<file path="config.mk">
export PLATFORM = sky130hd
export DESIGN_NAME = rx_pkt_ctrl
export DESIGN_NICKNAME = d
export VERILOG_FILES = /design/src/rtl/rx_pkt_pkg.sv /design/src/rtl/pkt_byte_counter.sv /design/src/rtl/rx_pkt_ctrl.sv
export SDC_FILE = /design/constraint.sdc
export NUM_CORES = 1
export LEC_CHECK = 0
export CORE_UTILIZATION = 35
export DETAILED_ROUTE_END_ITERATION = 16
export MAX_ROUTING_LAYER = met4
export PLACE_DENSITY = 0.54
export SLEW_MARGIN = 10
export SYNTH_ARGS = -nofsm -noshare
export SYNTH_HDL_FRONTEND = slang
export SYNTH_SLANG_ARGS = --single-unit
</file>
<file path="constraint.sdc">
create_clock -name clk -period 2.7 [get_ports clk]
set_clock_uncertainty 0.15 [all_clocks]
set_input_delay 0.54 -clock clk [delete_from_list [all_inputs] [get_ports clk]]
set_output_delay 0.54 -clock clk [all_outputs]
set_load 0.01 [all_outputs]
</file>
<file path="src/rtl/rx_pkt_pkg.sv">
// Shared types and constants for the USB RX packet sequencer.
package rx_pkt_pkg;

  typedef enum logic [2:0] {
    IDLE,
    WAIT_PID,
    CHECK_PID,
    STREAM,
    DONE,
    DRAIN
  } rx_pkt_state_t;

  typedef enum logic [1:0] {
    ERR_NONE = 2'd0,
    ERR_RX   = 2'd1,
    ERR_PID  = 2'd2,
    ERR_LEN  = 2'd3
  } err_code_t;

  localparam logic [3:0] PID_OUT   = 4'b0001;
  localparam logic [3:0] PID_IN    = 4'b1001;
  localparam logic [3:0] PID_DATA0 = 4'b0011;
  localparam logic [3:0] PID_DATA1 = 4'b1011;
  localparam logic [3:0] PID_ACK   = 4'b0010;

  // The upper nibble of a PID byte is the ones' complement of the lower nibble.
  function automatic logic pid_ok(input logic [7:0] pid_byte);
    return pid_byte[7:4] == ~pid_byte[3:0];
  endfunction

endpackage

</file>
<file path="src/rtl/pkt_byte_counter.sv">
// Payload byte counter with synchronous clear and a full-packet flag.
module pkt_byte_counter #(
  parameter int LEN_W       = 7,
  parameter int MAX_PAYLOAD = 64
) (
  input  logic             clk,
  input  logic             n_rst,
  input  logic             clr,
  input  logic             en,
  output logic [LEN_W-1:0] count,
  output logic             at_max
);

  // NOTE: sequential state uses non-blocking (<=) so every flop samples pre-edge values.
  always_ff @(posedge clk or negedge n_rst) begin
    if (!n_rst)     count <= '0;
    else if (clr)   count <= '0;
    else if (en)    count <= count + LEN_W'(1);
  end

  assign at_max = (count == LEN_W'(MAX_PAYLOAD));

endmodule

</file>
<file path="src/rtl/rx_pkt_ctrl.sv">
// Packet sequencer: pops the RX FIFO, checks the PID, streams payload over
// valid/ready and closes every packet with exactly one done or error pulse.
module rx_pkt_ctrl
  import rx_pkt_pkg::*;
#(
  parameter int MAX_PAYLOAD = 64,
  parameter int LEN_W       = 7
) (
  input  logic             clk,
  input  logic             n_rst,
  input  logic             rcving,
  input  logic             r_error,
  input  logic             fifo_empty,
  input  logic [7:0]       fifo_rdata,
  output logic             fifo_r_enable,
  output logic             fifo_flush,
  output logic [7:0]       dout,
  output logic             dout_valid,
  input  logic             dout_ready,
  output logic             pkt_start,
  output logic [3:0]       pid,
  output logic             pkt_done,
  output logic [LEN_W-1:0] byte_count,
  output logic             pkt_err,
  output logic [1:0]       err_code
);

  rx_pkt_state_t    state;
  err_code_t        err_lat;
  logic [7:0]       pid_byte;
  logic [LEN_W-1:0] count;
  logic             at_max;
  logic             pop_ok;
  logic             stream_pop;

  // A new byte may enter the output register when it is empty or being drained.
  assign pop_ok        = !fifo_empty && (!dout_valid || dout_ready);
  assign stream_pop    = (state == STREAM) && !r_error && pop_ok && !at_max;
  assign fifo_r_enable = stream_pop || ((state == WAIT_PID) && !r_error && !fifo_empty);

  pkt_byte_counter #(
    .LEN_W       (LEN_W),
    .MAX_PAYLOAD (MAX_PAYLOAD)
  ) u_cnt (
    .clk    (clk),
    .n_rst  (n_rst),
    .clr    (state == CHECK_PID),
    .en     (stream_pop),
    .count  (count),
    .at_max (at_max)
  );

  always_ff @(posedge clk or negedge n_rst) begin
    if (!n_rst) begin
      state      <= IDLE;
      err_lat    <= ERR_NONE;
      pid_byte   <= '0;
      fifo_flush <= 1'b0;
      dout       <= '0;
      dout_valid <= 1'b0;
      pkt_start  <= 1'b0;
      pid        <= '0;
      pkt_done   <= 1'b0;
      byte_count <= '0;
      pkt_err    <= 1'b0;
      err_code   <= '0;
    end else begin
      pkt_start  <= 1'b0;
      pkt_done   <= 1'b0;
      pkt_err    <= 1'b0;
      fifo_flush <= 1'b0;
      case (state)
        IDLE: if (rcving) state <= WAIT_PID;
        WAIT_PID: begin
          if (r_error) begin
            err_lat <= ERR_RX;
            state   <= DRAIN;
          end else if (!fifo_empty) begin
            pid_byte <= fifo_rdata;
            state    <= CHECK_PID;
          end else if (!rcving) begin
            err_lat <= ERR_RX;
            state   <= DRAIN;
          end
        end
        CHECK_PID: begin
          if (pid_ok(pid_byte)) begin
            pid       <= pid_byte[3:0];
            pkt_start <= 1'b1;
            state     <= STREAM;
          end else begin
            err_lat <= ERR_PID;
            state   <= DRAIN;
          end
        end
        STREAM: begin
          if (r_error) begin
            err_lat    <= ERR_RX;
            dout_valid <= 1'b0;
            state      <= DRAIN;
          end else if (pop_ok && at_max) begin
            err_lat    <= ERR_LEN;
            dout_valid <= 1'b0;
            state      <= DRAIN;
          end else if (pop_ok) begin
            dout       <= fifo_rdata;
            dout_valid <= 1'b1;
          end else begin
            if (dout_valid && dout_ready) dout_valid <= 1'b0;
            // pkt_done is registered on entry so it is high for the DONE cycle itself.
            if (!rcving && fifo_empty && (!dout_valid || dout_ready)) begin
              pkt_done   <= 1'b1;
              byte_count <= count;
              state      <= DONE;
            end
          end
        end
        DONE: state <= IDLE;
        DRAIN: begin
          dout_valid <= 1'b0;
          if (!rcving) begin
            fifo_flush <= 1'b1;
            pkt_err    <= 1'b1;
            err_code   <= err_lat;
            state      <= IDLE;
          end
        end
        default: state <= IDLE;
      endcase
    end
  end

endmodule

</file>
After elaboration in Yosys (flattened, before gate mapping)
Index checks and enable logic that the tools add are counted.
- register bits after elaboration: 45
- bits in latches: 0
- memory bits (writable): 0
- memory bits (read-only): 0
- bits of input ports: 14
- output and inout bits: 27
- logic and storage cells: 98
- memories: 0
- add/subtract/negate cells: 1
- $mul: 0
- divide/modulo/power cells: 0
- order comparisons: 0
- equal/unequal tests: 16
- shift operators: 0
- multiplexer cells: 34
- bitwise logic cells: 6
- reduce and logical (&&, ||, !) cells: 29
- operator list (operator ; number):
    $mux W3 ; 10
    $pmux W3 S5 ; 1
    $reduce_and A5 Y1 ; 3
    $mux W7 ; 2
    $mux W1 ; 13
    $mux W2 ; 6
    $logic_and A1 B1 Y1 ; 10
    $add A7 B1 Y7 const B ; 1
    $eq A7 B7 Y1 const B ; 1
    $eq A3 B2 Y1 const B ; 2
    $ne A2 B2 Y1 const B ; 3
    $ne A3 B3 Y1 const B ; 2
    $pmux W2 S3 ; 1
    $reduce_and A2 Y1 ; 3
    $logic_not A1 Y1 ; 5
    $ne A5 B3 Y1 const B ; 1
    $not A1 Y1 ; 5
    $eq A4 B4 Y1 ; 1
    $ne A4 B2 Y1 const B ; 1
    $ne A4 B3 Y1 const B ; 1
    $ne A4 B4 Y1 const B ; 1
    $not A4 Y4 ; 1
    $reduce_and A4 Y1 ; 1
    $reduce_bool A2 Y1 ; 2
    8 further kinds ; 9

Logic depth before layout (Yosys ltp)
- word-level depth: 8
- depth in mapped cells: 7
- mapped depth without buffers: 6

Hierarchy
From an unflattened synthesis, not the netlist that was laid out.
- cells, all modules: 159
- area total of the unflattened synthesis: 2044.5 µm²
- by module, submodules not included (module ; instances ; cells each ; area an instance (µm²) ; seq. area each (µm²)):
    rx_pkt_ctrl ; 1 ; 123 ; 1684.1 ; 950.9
    pkt_byte_counter ; 1 ; 36 ; 360.3 ; 175.2

Worst setup path before layout
No wires, ideal clock.
- kind: register -> output
- start point: reg u_cnt.count[2]
- end point: out fifo_r_enable
- arrival time: 1.519 ns
- data required time: 2.010 ns
- setup slack: 0.491 ns
- cell stages (with the launch flop): 5
- path buffers: 1
- path through: dfrtp_1 -> or4b_4 -> o2111ai_4 -> buf_6 -> o21ai_1
- cells in the longest elaborated chain, start to end: 4
- ends and longest elaborated chain (item ; line ; text):
    start: declaration ; pkt_byte_counter.sv:10 ; output logic [LEN_W-1:0] count,
    start signal: assignment ; pkt_byte_counter.sv:18 ; else if (en) count <= count + LEN_W'(1);
    $eq A7 B7 Y1 ; pkt_byte_counter.sv:21 ; assign at_max = (count == LEN_W'(MAX_PAYLOAD));
    $logic_not A1 Y1 ; rx_pkt_ctrl.sv:38 ; assign stream_pop = (state == STREAM) && !r_error && pop_ok && !at_max;
    $logic_and A1 B1 Y1 ; rx_pkt_ctrl.sv:38 ;
    $logic_or A1 B1 Y1 ; rx_pkt_ctrl.sv:39 ; assign fifo_r_enable = stream_pop || ((state == WAIT_PID) && !r_error && !fifo_empty);
    end: declaration ; rx_pkt_ctrl.sv:15 ; output logic fifo_r_enable,
Every way passes these cells.

Worst setup path after layout
- start point: in r_error
- end point: out fifo_r_enable
- cells in the longest elaborated chain, start to end: 5
- elaborated cells between the ends (all ways): 7
- classes of those cells: reduce/logical: 7
- ends and longest elaborated chain (item ; line ; text):
    start: declaration ; rx_pkt_ctrl.sv:12 ; input logic r_error,
    $logic_not A1 Y1 (*) ; rx_pkt_ctrl.sv:38, rx_pkt_ctrl.sv:39 ;
    $logic_and A1 B1 Y1 (3 in series) ; rx_pkt_ctrl.sv:38 ;
    $logic_or A1 B1 Y1 (*) ; rx_pkt_ctrl.sv:39 ;
Every way passes the cells marked *; elsewhere a longest branch is shown, timed or not.

==> flow_metrics.env <==
export IMPL_status="complete, no violations"
export IMPL_grt_start_max_net_pins=20
export IMPL_timing_slew_headroom_pct=70.28
export IMPL_hold_slack_ps=26.75
export IMPL_synth_top_flop_cell="dfrtp_1"
export IMPL_dpl_instance_area_mm2=0.002755
export IMPL_path_clk_slew_ps=80
export IMPL_drt_iter0_markers=89
export IMPL_pre_cts_ws_ps=-186.7
export IMPL_stdcell_area_mm2=0.002874
export IMPL_postSynthAreaPerCell_um2=11.05
export IMPL_yosysWarningCount=0
export IMPL_ctsLongestPathBuffers=2
export IMPL_place_congestion=0.8793
export IMPL_cts_buffers_inserted=5
export IMPL_dieHeight_um=80.46
export IMPL_syn_to_final_growth_pct=33.39
export IMPL_die_x_um=80.46
export IMPL_period_share_pct=96.58
export IMPL_max_freq_mhz=383.5
export IMPL_firstDrtPassIters=4
export IMPL_tritoncts="done"
export IMPL_crit_path_end_kind="output port"
export IMPL_cts_root_buf="clkbuf_8"
export IMPL_worst_pin_slew_ps=445.9
export IMPL_syn_num_nets=211
export IMPL_vias_per_cell=4.958
export IMPL_vias=1646
export IMPL_clk_latency_ps=300
export IMPL_io_buffers=40
export IMPL_rsz0062_at_grt="false"
export IMPL_yosysSeqAreaShare_pct=52.26
export IMPL_grt_usage_pct=17.37
export IMPL_rows=28
export IMPL_finalHoldViolCount=0
export IMPL_cts_htree_levels=2
export IMPL_drc=0
export IMPL_grt_first_pass_wirelength_mm=8.079
export IMPL_synth_edf_count=0
export IMPL_worstPathRequired_ps=2010
export IMPL_syn_cell_area_mm2=0.002155
export IMPL_arrival_ps=1920
export IMPL_final_max_slew_viol_count=0
export IMPL_cts_hold_buf=0
export IMPL_antennaDiodeCount=0
export IMPL_r2r_slack_ps=620
export IMPL_async_reset_ff_share_pct=100.0
export IMPL_rr_startpoint="u_cnt.count[0]$_DFFE_PN0P_"
export IMPL_dieArea_mm2=0.006474
export IMPL_cellPowerDensity_mw_per_mm2=886.8
export IMPL_dp_hpwl_mm=3.583
export IMPL_start_util_pct=36.39
export IMPL_rr_endpoint="u_cnt.count[6]$_DFFE_PN0P_"
export IMPL_grt_pass1_vias=1660
export IMPL_synth_cells=195
export IMPL_setup_viol=0
export IMPL_crit_start="r_error"
export IMPL_critPathLaunchType="input port"
export IMPL_synth_cell_types=49
export IMPL_hold_path_class="input port to async pin"
export IMPL_core_area_mm2=0.005921
export IMPL_antenna_found_initial=0
export IMPL_post_route_util_pct=48.54
export IMPL_final_nets=272
export IMPL_ys_seq_elements=45
export IMPL_grt_overflow=0
export IMPL_ant_nets=0
export IMPL_endpoint="fifo_r_enable"
export IMPL_worstRegToRegCells=7
export IMPL_total_leakage_power_nw=1.309
export IMPL_crit_type="input port to output port"
export IMPL_vdd_drop_max_mv=0.3609
export IMPL_wl_mm=4.790
export IMPL_clock_sinks=45
export IMPL_crit_fanout=4
export IMPL_drive_gt1_share_pct=19.46
export IMPL_drv_cap=0
export IMPL_ios=41
export IMPL_wl_per_cell_um=14.43
export IMPL_finalWorstSetupSlack_ps=92.27
export IMPL_fin_crit_ps=2608
## kinds of logic (layout without fill, tap and decap cells)
| logic type | Yosys count | count (layout) | synth area share [%] |
|---|---|---|---|
| and+or+nand+nor | 73 | 73 | 18.47 |
| DFF | 45 | 45 | 52.26 |
| AOI/OAI and AO/OA | 32 | 32 | 11.15 |
| muxes | 21 | 21 | 10.86 |
| buffers and inverters | 17 | 79 | 4.064 |
| xor gates and xnor gates | 5 | 5 | 2.032 |
| adders and majority gates | 2 | 2 | 1.161 |
## power by group
part | switching, mW | internal (mW)
Clock | 0.227 | 0.301
Sequential | 0.172 | 0.902
Combinational | 0.424 | 0.524
Total | 0.822 | 1.73
## how the worst min path moves through the flow
stage	startpoint	end	slack [ps]	cells past startpoint
floorplan	n_rst	byte_count[0]$_DFFE_PN0P_	90	0
global placement	byte_count[1]$_DFFE_PN0P_	byte_count[1]$_DFFE_PN0P_	310	2
detailed placement	dout[5]$_DFFE_PN0P_	dout[5]$_DFFE_PN0P_	320	2
CTS	n_rst	pkt_done$_DFF_PN0_	30	1
global route	n_rst	pkt_err$_DFF_PN0_	50	1
finish	n_rst	dout[4]$_DFFE_PN0P_	30	1
## stage by stage
| step | total power, mW | cells | TNS [ps] |
|---|---|---|---|
| detailed placement | 2.048 | 324 | -186.7 |
| global route | 2.737 | 332 | 0 |
| global placement | 2.041 | 324 | -195.9 |
| CTS | 2.594 | 332 | 0 |
| finish | 2.549 | 332 | 0 |
| floorplan | 1.590 | 195 | 0 |
## worst max-delay path: stages
cell and delay [ps]:
clkdlybuf4s50_1 450, and4bb_2 360, o2111ai_4 130, o21ai_1 130, dlygate4sd2_1 300
## routing by layer
metal | vias to the layer above | part of all wire, % | global-route usage, %
met1 | 785 | 47 | 21.68
met2 | 38 | 47 | 26.53
li1 | 815 | - | -
met4 | 0 | 1.2 | 7.143
met3 | 8 | 4.6 | 4.773
met5 | - | 0 | -
## sequential cells by signal, summed over array words and instances (netlist names), 2 cells and up
name         count
state            3
err_lat          2
dout             8
err_code         2
pid              4
u_cnt.count      7
byte_count       7
pid_byte         8
## cell usage after synthesis (all sizes together) (2+ instances only)
cell,instances,share of area (%)
a21o,2,0.70
a21oi,8,1.9
a221oi,2,0.81
buf,5,2.0
clkbuf,3,0.52
dfrtp,45,52
ha,2,1.2
inv,9,1.6
mux2,19,9.9
mux2i,2,0.93
nand2,32,5.6
nand2b,5,1.5
nand3,3,0.70
nand4,4,1.2
nor2,4,1.0
nor2b,5,1.5
nor3,5,1.2
nor3b,2,0.70
o211ai,2,0.70
o21ai,7,1.6
or3,4,1.2
xor2,4,1.6
## cells in the final DEF (no fill, tap or decap), types with 6 or more instances in the layout
cell              n
a21oi_1           8
buf_4            22
clkbuf_8          6
clkdlybuf4s50_1  38
dfrtp_1          45
inv_1             8
mux2_1            7
mux2_2           12
nand2_1          32
o21ai_0           6
## final cells by class
cell class	instances	area (µm²)
tap	75	93.84
clock inverter	2	37.54
sequential	45	1126
clock buffer	6	82.58
multi-input combinational	133	940.9
timing repair buffer	62	559.3
inverter	9	33.78
fill	591	3047
## timing repair
action	in CTS	in global routing
gates resized for setup	1	0
endpoints found under the setup margin	1	0
buffers inserted	0	0
No activity file was read; power rests on OpenSTA's default activity.
